$ cat config.mk
export PLATFORM = sky130hd
export DESIGN_NAME = apb_tx_fifo
export DESIGN_NICKNAME = d
export VERILOG_FILES = /design/src/rtl/apb_tx_pkg.sv /design/src/rtl/sync_fifo_fwft.sv /design/src/rtl/apb_tx_fifo.sv
export SDC_FILE = /design/constraint.sdc
export NUM_CORES = 1
export LEC_CHECK = 0
export ABC_AREA = 1
export CAP_MARGIN = 20
export CORE_ASPECT_RATIO = 0.7
export CORE_MARGIN = 2
export CORE_UTILIZATION = 35
export DETAILED_ROUTE_END_ITERATION = 6
export GPL_TIMING_DRIVEN = 0
export SLEW_MARGIN = 20
export SYNTH_ARGS = -nofsm -noshare
export SYNTH_HDL_FRONTEND = slang
export SYNTH_SLANG_ARGS = --single-unit
$ cat constraint.sdc
create_clock -name PCLK -period 23.6 [get_ports PCLK]
set_input_delay 4.72 -clock PCLK [delete_from_list [all_inputs] [get_ports PCLK]]
set_output_delay 4.72 -clock PCLK [all_outputs]
set_load 0.005 [all_outputs]
$ cat src/rtl/apb_tx_pkg.sv
// Shared constants for the APB transmit buffer: register map, STATUS layout,
// CLEAR command bits and the THRESH reset value.
package apb_tx_pkg;

    localparam int unsigned ADDR_DATA   = 32'd2;
    localparam int unsigned ADDR_STATUS = 32'd5;
    localparam int unsigned ADDR_THRESH = 32'd6;
    localparam int unsigned ADDR_CLEAR  = 32'd7;

    // STATUS flag positions, counted upward from the top of the level field
    localparam int unsigned ST_EMPTY_OFS  = 32'd0;
    localparam int unsigned ST_FULL_OFS   = 32'd1;
    localparam int unsigned ST_OVF_OFS    = 32'd2;
    localparam int unsigned ST_UDF_OFS    = 32'd3;
    localparam int unsigned ST_AEMPTY_OFS = 32'd4;

    localparam int unsigned CLR_FLUSH_BIT = 32'd0;
    localparam int unsigned CLR_OVF_BIT   = 32'd1;
    localparam int unsigned CLR_UDF_BIT   = 32'd2;

    localparam int unsigned THRESH_RST = 32'd2;

endpackage

$ cat src/rtl/sync_fifo_fwft.sv
// First-word-fall-through FIFO with a separate level counter, flush, and
// sticky overflow/underflow flags. Flush beats a same-cycle pop.
module sync_fifo_fwft #(
    parameter  int DW    = 18,
    parameter  int DEPTH = 16,
    localparam int PW    = $clog2(DEPTH),
    localparam int LW    = $clog2(DEPTH) + 1
) (
    input  logic          i_clk,
    input  logic          i_rst,
    input  logic          i_push,
    input  logic [DW-1:0] i_wdata,
    input  logic          i_pop,
    input  logic          i_flush,
    input  logic          i_clr_ovf,
    input  logic          i_clr_udf,
    output logic [DW-1:0] o_data,
    output logic          o_empty,
    output logic          o_full,
    output logic [LW-1:0] o_level,
    output logic          o_overflow,
    output logic          o_underflow
);

    logic [DW-1:0] r_mem [DEPTH];
    logic [PW-1:0] r_wr_ptr;
    logic [PW-1:0] r_rd_ptr;
    logic [LW-1:0] r_level;
    logic          r_overflow;
    logic          r_underflow;

    logic w_empty;
    logic w_full;
    logic w_pop_ok;
    logic w_push_ok;
    logic w_ovf_set;
    logic w_udf_set;

    assign w_empty   = (r_level == '0);
    assign w_full    = (r_level == LW'(DEPTH));
    // a pop frees the slot that a same-cycle push into a full FIFO needs
    assign w_pop_ok  = i_pop & ~w_empty & ~i_flush;
    assign w_push_ok = i_push & ~i_flush & (~w_full | w_pop_ok);
    assign w_ovf_set = i_push & ~i_flush & w_full & ~w_pop_ok;
    assign w_udf_set = i_pop & w_empty & ~i_flush;

    // Pointer and occupancy bookkeeping
    always_ff @(posedge i_clk or posedge i_rst) begin
        if (i_rst) begin
            r_wr_ptr <= '0;
            r_rd_ptr <= '0;
            r_level  <= '0;
        end else if (i_flush) begin
            r_wr_ptr <= '0;
            r_rd_ptr <= '0;
            r_level  <= '0;
        end else begin
            if (w_push_ok) begin
                r_wr_ptr <= r_wr_ptr + PW'(1);
            end
            if (w_pop_ok) begin
                r_rd_ptr <= r_rd_ptr + PW'(1);
            end
            r_level <= r_level + LW'(w_push_ok) - LW'(w_pop_ok);
        end
    end

    // Storage; cleared only by reset so the head word reads 0 out of reset
    always_ff @(posedge i_clk or posedge i_rst) begin
        if (i_rst) begin
            for (int i = 0; i < DEPTH; i++) begin
                r_mem[i] <= '0;
            end
        end else if (w_push_ok) begin
            r_mem[r_wr_ptr] <= i_wdata;
        end
    end

    // Sticky error flags; a set in the same cycle as its clear wins
    always_ff @(posedge i_clk or posedge i_rst) begin
        if (i_rst) begin
            r_overflow  <= 1'b0;
            r_underflow <= 1'b0;
        end else begin
            if (w_ovf_set) begin
                r_overflow <= 1'b1;
            end else if (i_clr_ovf) begin
                r_overflow <= 1'b0;
            end
            if (w_udf_set) begin
                r_underflow <= 1'b1;
            end else if (i_clr_udf) begin
                r_underflow <= 1'b0;
            end
        end
    end

    assign o_data      = r_mem[r_rd_ptr];
    assign o_empty     = w_empty;
    assign o_full      = w_full;
    assign o_level     = r_level;
    assign o_overflow  = r_overflow;
    assign o_underflow = r_underflow;

endmodule

$ cat src/rtl/apb_tx_fifo.sv
// APB slave front end of the transmit buffer: DATA pushes, STATUS/THRESH
// readback and CLEAR commands; the queue itself lives in sync_fifo_fwft.
module apb_tx_fifo
    import apb_tx_pkg::*;
#(
    parameter  int ADDRESSWIDTH = 3,
    parameter  int DATAWIDTH    = 18,
    parameter  int DEPTH        = 16,
    localparam int LW           = $clog2(DEPTH) + 1
) (
    input  logic                    PCLK,
    input  logic                    PRESET,
    input  logic [ADDRESSWIDTH-1:0] PADDR_i,
    input  logic [DATAWIDTH-1:0]    PWDATA_i,
    input  logic                    PWRITE_i,
    input  logic                    PSELx_i,
    input  logic                    PENABLE_i,
    output logic [DATAWIDTH-1:0]    PRDATA_o,
    output logic                    PREADY_o,
    input  logic                    pop_i,
    output logic [DATAWIDTH-1:0]    data_o,
    output logic                    empty_o,
    output logic                    full_o,
    output logic [LW-1:0]           level_o,
    output logic                    almost_empty_o
);

    logic [LW-1:0]        r_thresh;
    logic                 w_wr_acc;
    logic                 w_rd;
    logic                 w_push;
    logic                 w_clr_wr;
    logic                 w_thr_wr;
    logic                 w_flush;
    logic                 w_clr_ovf;
    logic                 w_clr_udf;
    logic [DATAWIDTH-1:0] w_data;
    logic                 w_empty;
    logic                 w_full;
    logic [LW-1:0]        w_level;
    logic                 w_overflow;
    logic                 w_underflow;
    logic                 w_aempty;
    logic [DATAWIDTH-1:0] w_status;
    logic [DATAWIDTH-1:0] w_prdata;

    // one effect per transfer: only the access phase of a write acts
    assign w_wr_acc  = PSELx_i & PENABLE_i & PWRITE_i;
    assign w_rd      = PSELx_i & ~PWRITE_i;
    assign w_push    = w_wr_acc & (PADDR_i == ADDRESSWIDTH'(ADDR_DATA));
    assign w_thr_wr  = w_wr_acc & (PADDR_i == ADDRESSWIDTH'(ADDR_THRESH));
    assign w_clr_wr  = w_wr_acc & (PADDR_i == ADDRESSWIDTH'(ADDR_CLEAR));
    assign w_flush   = w_clr_wr & PWDATA_i[CLR_FLUSH_BIT];
    assign w_clr_ovf = w_clr_wr & PWDATA_i[CLR_OVF_BIT];
    assign w_clr_udf = w_clr_wr & PWDATA_i[CLR_UDF_BIT];

    sync_fifo_fwft #(
        .DW    (DATAWIDTH),
        .DEPTH (DEPTH)
    ) u_fifo (
        .i_clk       (PCLK),
        .i_rst       (PRESET),
        .i_push      (w_push),
        .i_wdata     (PWDATA_i),
        .i_pop       (pop_i),
        .i_flush     (w_flush),
        .i_clr_ovf   (w_clr_ovf),
        .i_clr_udf   (w_clr_udf),
        .o_data      (w_data),
        .o_empty     (w_empty),
        .o_full      (w_full),
        .o_level     (w_level),
        .o_overflow  (w_overflow),
        .o_underflow (w_underflow)
    );

    // Almost-empty threshold register
    always_ff @(posedge PCLK or posedge PRESET) begin
        if (PRESET) begin
            r_thresh <= LW'(THRESH_RST);
        end else if (w_thr_wr) begin
            r_thresh <= PWDATA_i[LW-1:0];
        end
    end

    assign w_aempty = (w_level <= r_thresh);

    // STATUS word assembly
    always_comb begin
        w_status                         = '0;
        w_status[LW-1:0]                 = w_level;
        w_status[LW + ST_EMPTY_OFS]      = w_empty;
        w_status[LW + ST_FULL_OFS]       = w_full;
        w_status[LW + ST_OVF_OFS]        = w_overflow;
        w_status[LW + ST_UDF_OFS]        = w_underflow;
        w_status[LW + ST_AEMPTY_OFS]     = w_aempty;
    end

    // Read mux; unmapped and write-only addresses read 0 so the top can OR sources
    always_comb begin
        w_prdata = '0;
        if (w_rd) begin
            case (PADDR_i)
                ADDRESSWIDTH'(ADDR_STATUS): w_prdata = w_status;
                ADDRESSWIDTH'(ADDR_THRESH): w_prdata = DATAWIDTH'(r_thresh);
                default:                    w_prdata = '0;
            endcase
        end else begin
            w_prdata = '0;
        end
    end

    assign PRDATA_o       = w_prdata;
    assign PREADY_o       = 1'b1;
    assign data_o         = w_data;
    assign empty_o        = w_empty;
    assign full_o         = w_full;
    assign level_o        = w_level;
    assign almost_empty_o = w_aempty;

endmodule

==> reports/summary.txt, run 1 <==
CP max stage delay -> 0.54 ns
First-pass GRT wire length -> 97600 um
PD cells -> 95.2 nW/um2
Critical Path AT -> 6.62 ns
Gp weighted congestion -> 0.952
Worst path most repeated cell -> clkdlybuf4s50_1
GR Util met3 -> 8.47%
CP bufs+invs -> 3
Switch share -> 40.3%
Setup Viol. Count Final -> 0
Skew final -> 0.0178 ns
VDD IR max -> 0.0392 mV
Grt ovf -> 0
Initial antenna violation count -> 5
Clock power frac -> 30.8%
Synth top area cells -> dfrtp_1 47%, nand2_1 19%, nand4_1 11%
Number of synthesis warnings -> 0
Total power -> 1.80 mW
CTS Buf Count -> 34
Leading area contributor after synthesis -> dfrtp_1
Die Y -> 185 um
# H-tree levels -> 2
DRT Pass-1 Iters -> 6
Chip width -> 263 um
Post-Layout Inst Area -> 18900 um2
Worst slack at placement -> 12.31 ns
Most frequent cells in the layout -> 837 x nand2_1, 307 x dfrtp_1, 289 x nand4_1, 123 x nor2_1, 93 x o21ai_0
Cell area after synthesis -> 16400 um2
Postcts setup bufs -> 0
P_sw -> 0.724 mW
Post-synth EDFFs -> 0
Slew @ Worst Pin -> 1.22 ns
Worst setup path endpoint -> PRDATA_o[0]
Synth Area per Inst -> 7.84 um2
Post-Route WL -> 65200 um
Initial Utilization -> 35.4%
R2R Setup Slk -> 20.21 ns
Tot GR Track Use -> 26.9%
Clock transition at path regs -> 0.06 ns
Register area -> 7710 um2
Multi-input logic area -> 7440 um2
Final hold viol count -> 0
Gate power share -> 37.4%
Core area -> 46300 um2
#FFs+latches synth -> 308
Critical path class -> in2out
Sink Count -> 308
Worst-case clock buffer depth -> 3
Wire per inst -> 23.2 um
Clk_lat worst skew -> 0.54 ns
Root Buffer -> clkbuf_16
Synth Flop Type -> dfrtp_1
Antenna viol nets, final -> 0
Fin crit period -> 11.34 ns
Worst Slack Setup Final -> 12.26 ns
Post-route DRC -> 0
Drt via density -> 5.74
Hold_buf cts -> 0
Row cnt -> 66
Final slew viol count -> 0
Global Route met2 Usage -> 35.5%
Vias in the first global route -> 14800
Register-to-Register Path Depth -> 19
Post-synthesis cell count -> 2091
Outcome -> finished, final reports clean
Family with the most delay on the worst path -> buffers and inverters
Async SR Flop Fraction -> 100%
Reg2reg start -> u_fifo.o_level[2]
Fill cells -> 4724
P_int -> 1.07 mW
Top-Level Pins -> 72
Port Buf Inserts -> 44
Die ar. -> 48600 um2
Hold crit path type -> reg2reg
Setup crit start kind -> primary input
Distinct cells, synth -> 34
TritonCTS clock tree -> done
Req. time, crit path -> 18.88 ns
CP Capture Type -> output port
Final TNS setup -> 0 ns
Most common cell after layout, fill and taps aside -> nand2_1
CP max-delay cell -> clkdlybuf4s50_1
Final net count -> 2225
Sequential Power Share -> 31.8%
Total stage count of the critical path -> 6
Post-Route Utilization -> 40.7%
M1 GR Usage -> 40.1%
Dpl cell area -> 17700 um2
Crit. Startpoint -> PSELx_i
Slew margin rel. -> 18.4%
Most Used Layer, Global Route -> met1
Yosys top cell area share -> 46.8%
Share of cells above drive strength 1 -> 9.12%
Post-cts resize count -> 0
Period Utilization, post-route -> 48.0%
RSZ-0062 raised after global routing -> false
Max capacitance violation total -> 0
LEAKAGE -> 9.32 nW
Initial DRC Count -> 2285
Seq/Total Area, Yosys -> 47.0%
FMAX -> 0.0882 GHz
Synth-to-Final Area Change -> 15.0%
Via count -> 16200
CP max FO -> 10
Reg2reg end -> u_fifo.o_level[4]
Worst-path cell chain -> clkdlybuf4s50_1 > inv_1 > nor2_1 > nand3_1 > o21ai_0 > clkdlybuf4s50_1
Largest net degree at the start of global routing -> 96
DP HPWL -> 47000 um
==> worst min-delay path, cell delays in order (launching register included) <==
cell	delay (ns)
dfrtp_1	0.34
nand2_1	0.05
nand2_1	0.05
==> layer usage <==
layer  part of all wire [%]  vias to the layer above
met2                     39                      955
met4                    3.8                        8
met1                     45                     7854
met3                     13                      157
met5                   0.18                        -
li1                       -                     7214
==> stage by stage <==
step / cells / hold WS, ns
floorplan: 2098 / 0.437
global placement: 2754 / 0.448
detailed placement: 2757 / 0.453
CTS: 2815 / 0.468
global route: 2816 / 0.486
finish: 2818 / 0.467
==> power groups by stage <==
| stage | combinational (mW) | sequential, mW | clock, mW |
|---|---|---|---|
| 2_1_floorplan | 0.332 | 0.574 | 0 |
| 3_3_place_gp | 0.646 | 0.579 | 0 |
| 3_5_place_dp | 0.649 | 0.579 | 0 |
| 4_1_cts | 0.652 | 0.570 | 0.557 |
| 5_1_grt | 0.712 | 0.573 | 0.580 |
| 6_report | 0.672 | 0.570 | 0.553 |
==> final cells by class <==
cell class                 count  share of cell area (%)
multi-input combinational   1550                    39.5
buffer                       200                    5.99
tap                          612                    4.06
timing repair buffer          48                    2.83
clock inverter                 4                   0.398
sequential                   308                    40.9
inverter                      40                   0.836
clock buffer                  54                    5.51
antenna                        2                  0.0265
==> worst min-delay path by stage <==
stage,start,to,depth (start not counted)
floorplan,u_fifo.r_mem[107],u_fifo.r_mem[107],2
global placement,u_fifo.r_mem[132],u_fifo.r_mem[132],2
detailed placement,u_fifo.r_mem[128],u_fifo.r_mem[128],2
CTS,u_fifo.r_mem[271],u_fifo.r_mem[271],2
global route,u_fifo.r_mem[91],u_fifo.r_mem[91],2
finish,u_fifo.r_mem[271],u_fifo.r_mem[271],2
==> Yosys cell counts (4+ instances only) <==
cell,n
a21oi_1,12
nand3_4,17
o211ai_1,31
o22ai_1,4
nand3_1,55
buf_1,31
inv_1,36
buf_4,12
nor2_2,17
clkbuf_1,65
nand2_1,837
o21ai_0,93
nor2_1,123
dfrtp_1,307
nand4_1,289
a31oi_1,36
buf_2,60
buf_6,30
ha_1,15
==> sequential cells by signal (all words and copies together), names as in the netlist <==
register            flops
u_fifo.o_overflow       1
r_thresh                5
u_fifo.r_rd_ptr         4
u_fifo.r_wr_ptr         4
u_fifo.o_underflow      1
u_fifo.r_mem          288
u_fifo.o_level          5
==> kinds of logic (layout without fill, tap and decap cells) <==
logic type               Yosys count  in the layout  synth area share (%)
adder cells (fa/ha/maj)           16             16                  1.27
multiplexers                       1              1                0.0687
other                              2             11                0.0458
buffers and inverters            240            346                  7.77
XOR/XNOR                           3              3                 0.160
AND/OR/NAND/NOR                 1343           1343                  37.4
AO/OA/AOI/OAI                    178            178                  6.24
flip-flops                       308            308                  47.0
No activity file was read; power rests on OpenSTA's default activity.
==> run 2: changes to the inputs <==
==> constraint.sdc (replaced) <==
create_clock -name PCLK -period 9.94 [get_ports PCLK]
set_input_delay 1.988 -clock PCLK [delete_from_list [all_inputs] [get_ports PCLK]]
set_output_delay 1.988 -clock PCLK [all_outputs]
set_load 0.005 [all_outputs]
==> run 2 against run 1 <==
Non-clock buffer count rose by 8; critical path depth did not move; global-route usage fell by 0.17 points; sequential power rose by 140%; design area rose by 0.73%; count of clock-buffer cells in the layout fell by 4; via count rose by 0.85%; combinational power rose by 140%; clock skew fell by 0.0030 ns; clock power rose by 140%.
==> reports/summary.txt, run 2 (synthesis gave the netlist of run 1 again) <==
Outcome -> finished, final reports clean
Die Y -> 185 um
Drt via density -> 5.77
Top-Level Pins -> 72
Initial Utilization -> 35.4%
Most common cell after layout, fill and taps aside -> nand2_1
First-pass GRT wire length -> 96700 um
VDD IR max -> 0.0980 mV
Slew @ Worst Pin -> 1.15 ns
Fin Hold WS -> 0.464 ns
Chip width -> 263 um
Postcts setup bufs -> 0
Inst Count DP -> 2765
Sink Count -> 308
Most flops, register -> u_fifo.r_mem
CP max FO -> 10
Root Buffer -> clkbuf_16
Antenna viol nets, final -> 0
Req. time, crit path -> 7.95 ns
Max reg flops -> 288
Clk_lat worst skew -> 0.54 ns
Final hold viol count -> 0
Port Buf Inserts -> 44
Fin crit period -> 5.96 ns
Final TNS setup -> 0 ns
Grt ovf -> 0
# H-tree levels -> 2
Reg2reg end -> u_fifo.o_level[4]
Period Utilization, post-route -> 59.9%
Via count -> 16300
Register-to-Register Path Depth -> 19
Initial DRC Count -> 2313
Most frequent cells in the layout -> 837 x nand2_1, 307 x dfrtp_1, 289 x nand4_1, 123 x nor2_1, 93 x o21ai_0
RSZ-0062 raised after global routing -> false
PD cells -> 225 nW/um2
Hold_buf cts -> 0
Slew margin rel. -> 23.6%
CP max stage delay -> 0.56 ns
Vias in the first global route -> 14900
DRT Pass-1 Iters -> 6
Share of cells above drive strength 1 -> 9.72%
Reg2reg start -> u_fifo.o_level[2]
DP HPWL -> 47800 um
Worst slack at placement -> 4.07 ns
CTS Buf Count -> 34
R2R Setup Slk -> 6.51 ns
Setup crit start kind -> primary input
Max capacitance violation total -> 0
Post-route DRC -> 0
LEAKAGE -> 9.39 nW
Post-cts resize count -> 0
Worst Hold Depth -> 2
Skew final -> 0.0148 ns
CP Capture Type -> output port
Final net count -> 2233
Die ar. -> 48600 um2
Crit. Startpoint -> PSELx_i
Clock transition at path regs -> 0.05 ns
Initial antenna violation count -> 5
Worst-path cell chain -> clkdlybuf4s50_1 > inv_1 > nor2_1 > nand3_1 > nor3_1 > clkdlybuf4s50_1
Worst Slack Setup Final -> 3.98 ns
Row cnt -> 66
Critical Path AT -> 3.97 ns
Worst setup path endpoint -> PRDATA_o[6]
Tot GR Track Use -> 26.7%
Critical path class -> in2out
Hold crit path type -> reg2reg
Synth-to-Final Area Change -> 15.8%
Core area -> 46300 um2
Final slew viol count -> 0
Post-Route WL -> 65300 um
Worst path most repeated cell -> clkdlybuf4s50_1
Worst-case clock buffer depth -> 3
Setup Viol. Count Final -> 0
Largest net degree at the start of global routing -> 34
CP max-delay cell -> clkdlybuf4s50_1
FMAX -> 0.168 GHz
Gp weighted congestion -> 0.963
Wire per inst -> 23.1 um
TritonCTS clock tree -> done
Final Non-Filler Cells -> 2828
[run 2: cell count changes in the layout (fill, tap and decap cells not counted), sizes merged]
| cell | before | now |
|---|---|---|
| clkinvlp | 2 | 3 |
| diode | 2 | 5 |
| clkbuf | 120 | 116 |
| clkinv | 2 | 6 |
| buf | 138 | 146 |
| inv | 38 | 37 |
| bufinv | 2 | 1 |
[run 2: per-layer routing]
layer | routed length (um) | global-route usage (%) | vias to the layer above | share of wire (%)
li1 | - | - | 7238 | -
met1 | 28200 | 38.5 | 7909 | 43
met2 | 25600 | 35.6 | 1033 | 39
met3 | 9250 | 10.3 | 141 | 14
met4 | 2230 | 9.72 | 4 | 3.4
met5 | 22 | 0 | - | 0.034
[run 2: worst min-delay path by stage]
| stage | start | end | slack, ns |
|---|---|---|---|
| after global routing | u_fifo.r_mem[141] | u_fifo.r_mem[141] | 0.48 |
| after floorplan | u_fifo.r_mem[107] | u_fifo.r_mem[107] | 0.44 |
| final | u_fifo.r_mem[136] | u_fifo.r_mem[136] | 0.46 |
| after detailed placement | u_fifo.r_mem[132] | u_fifo.r_mem[132] | 0.45 |
| after CTS | u_fifo.r_mem[126] | u_fifo.r_mem[126] | 0.47 |
| after global placement | u_fifo.r_mem[284] | u_fifo.r_mem[284] | 0.45 |
[run 2: through the flow]
step / utilization [%] / total power, mW / instance area [um2]
2_1_floorplan: - / 2.15 / 16400
3_3_place_gp: 38.1 / 2.91 / 17600
3_5_place_dp: 38.5 / 2.93 / 17800
4_1_cts: 40.9 / 4.22 / 19000
5_1_grt: 41.0 / 4.42 / 19000
6_report: 41.0 / 4.27 / 19000
[run 2: final cells by class]
type                    count  area, um2
well taps                 612        766
fillers                  4705      27300
multi-input cells        1550       7440
flip-flops and latches    308       7710
plain buffers             200       1130
clock buffers              50       1050
clock inverters             7       65.1
inverters                  40        154
diodes                      5       12.5
repair buffers             56        663
[run 2: power breakdown]
part           switching, mW  internal [mW]  total (mW)
Combinational           1.15          0.473        1.62
Clock                  0.536          0.759        1.30
Sequential            0.0466           1.31        1.35
[run 2: worst max-delay path: cells and delay by family]
kind	cells	cell delay, ns
buffers and inverters	3	1.11
and+or+nand+nor	3	0.87
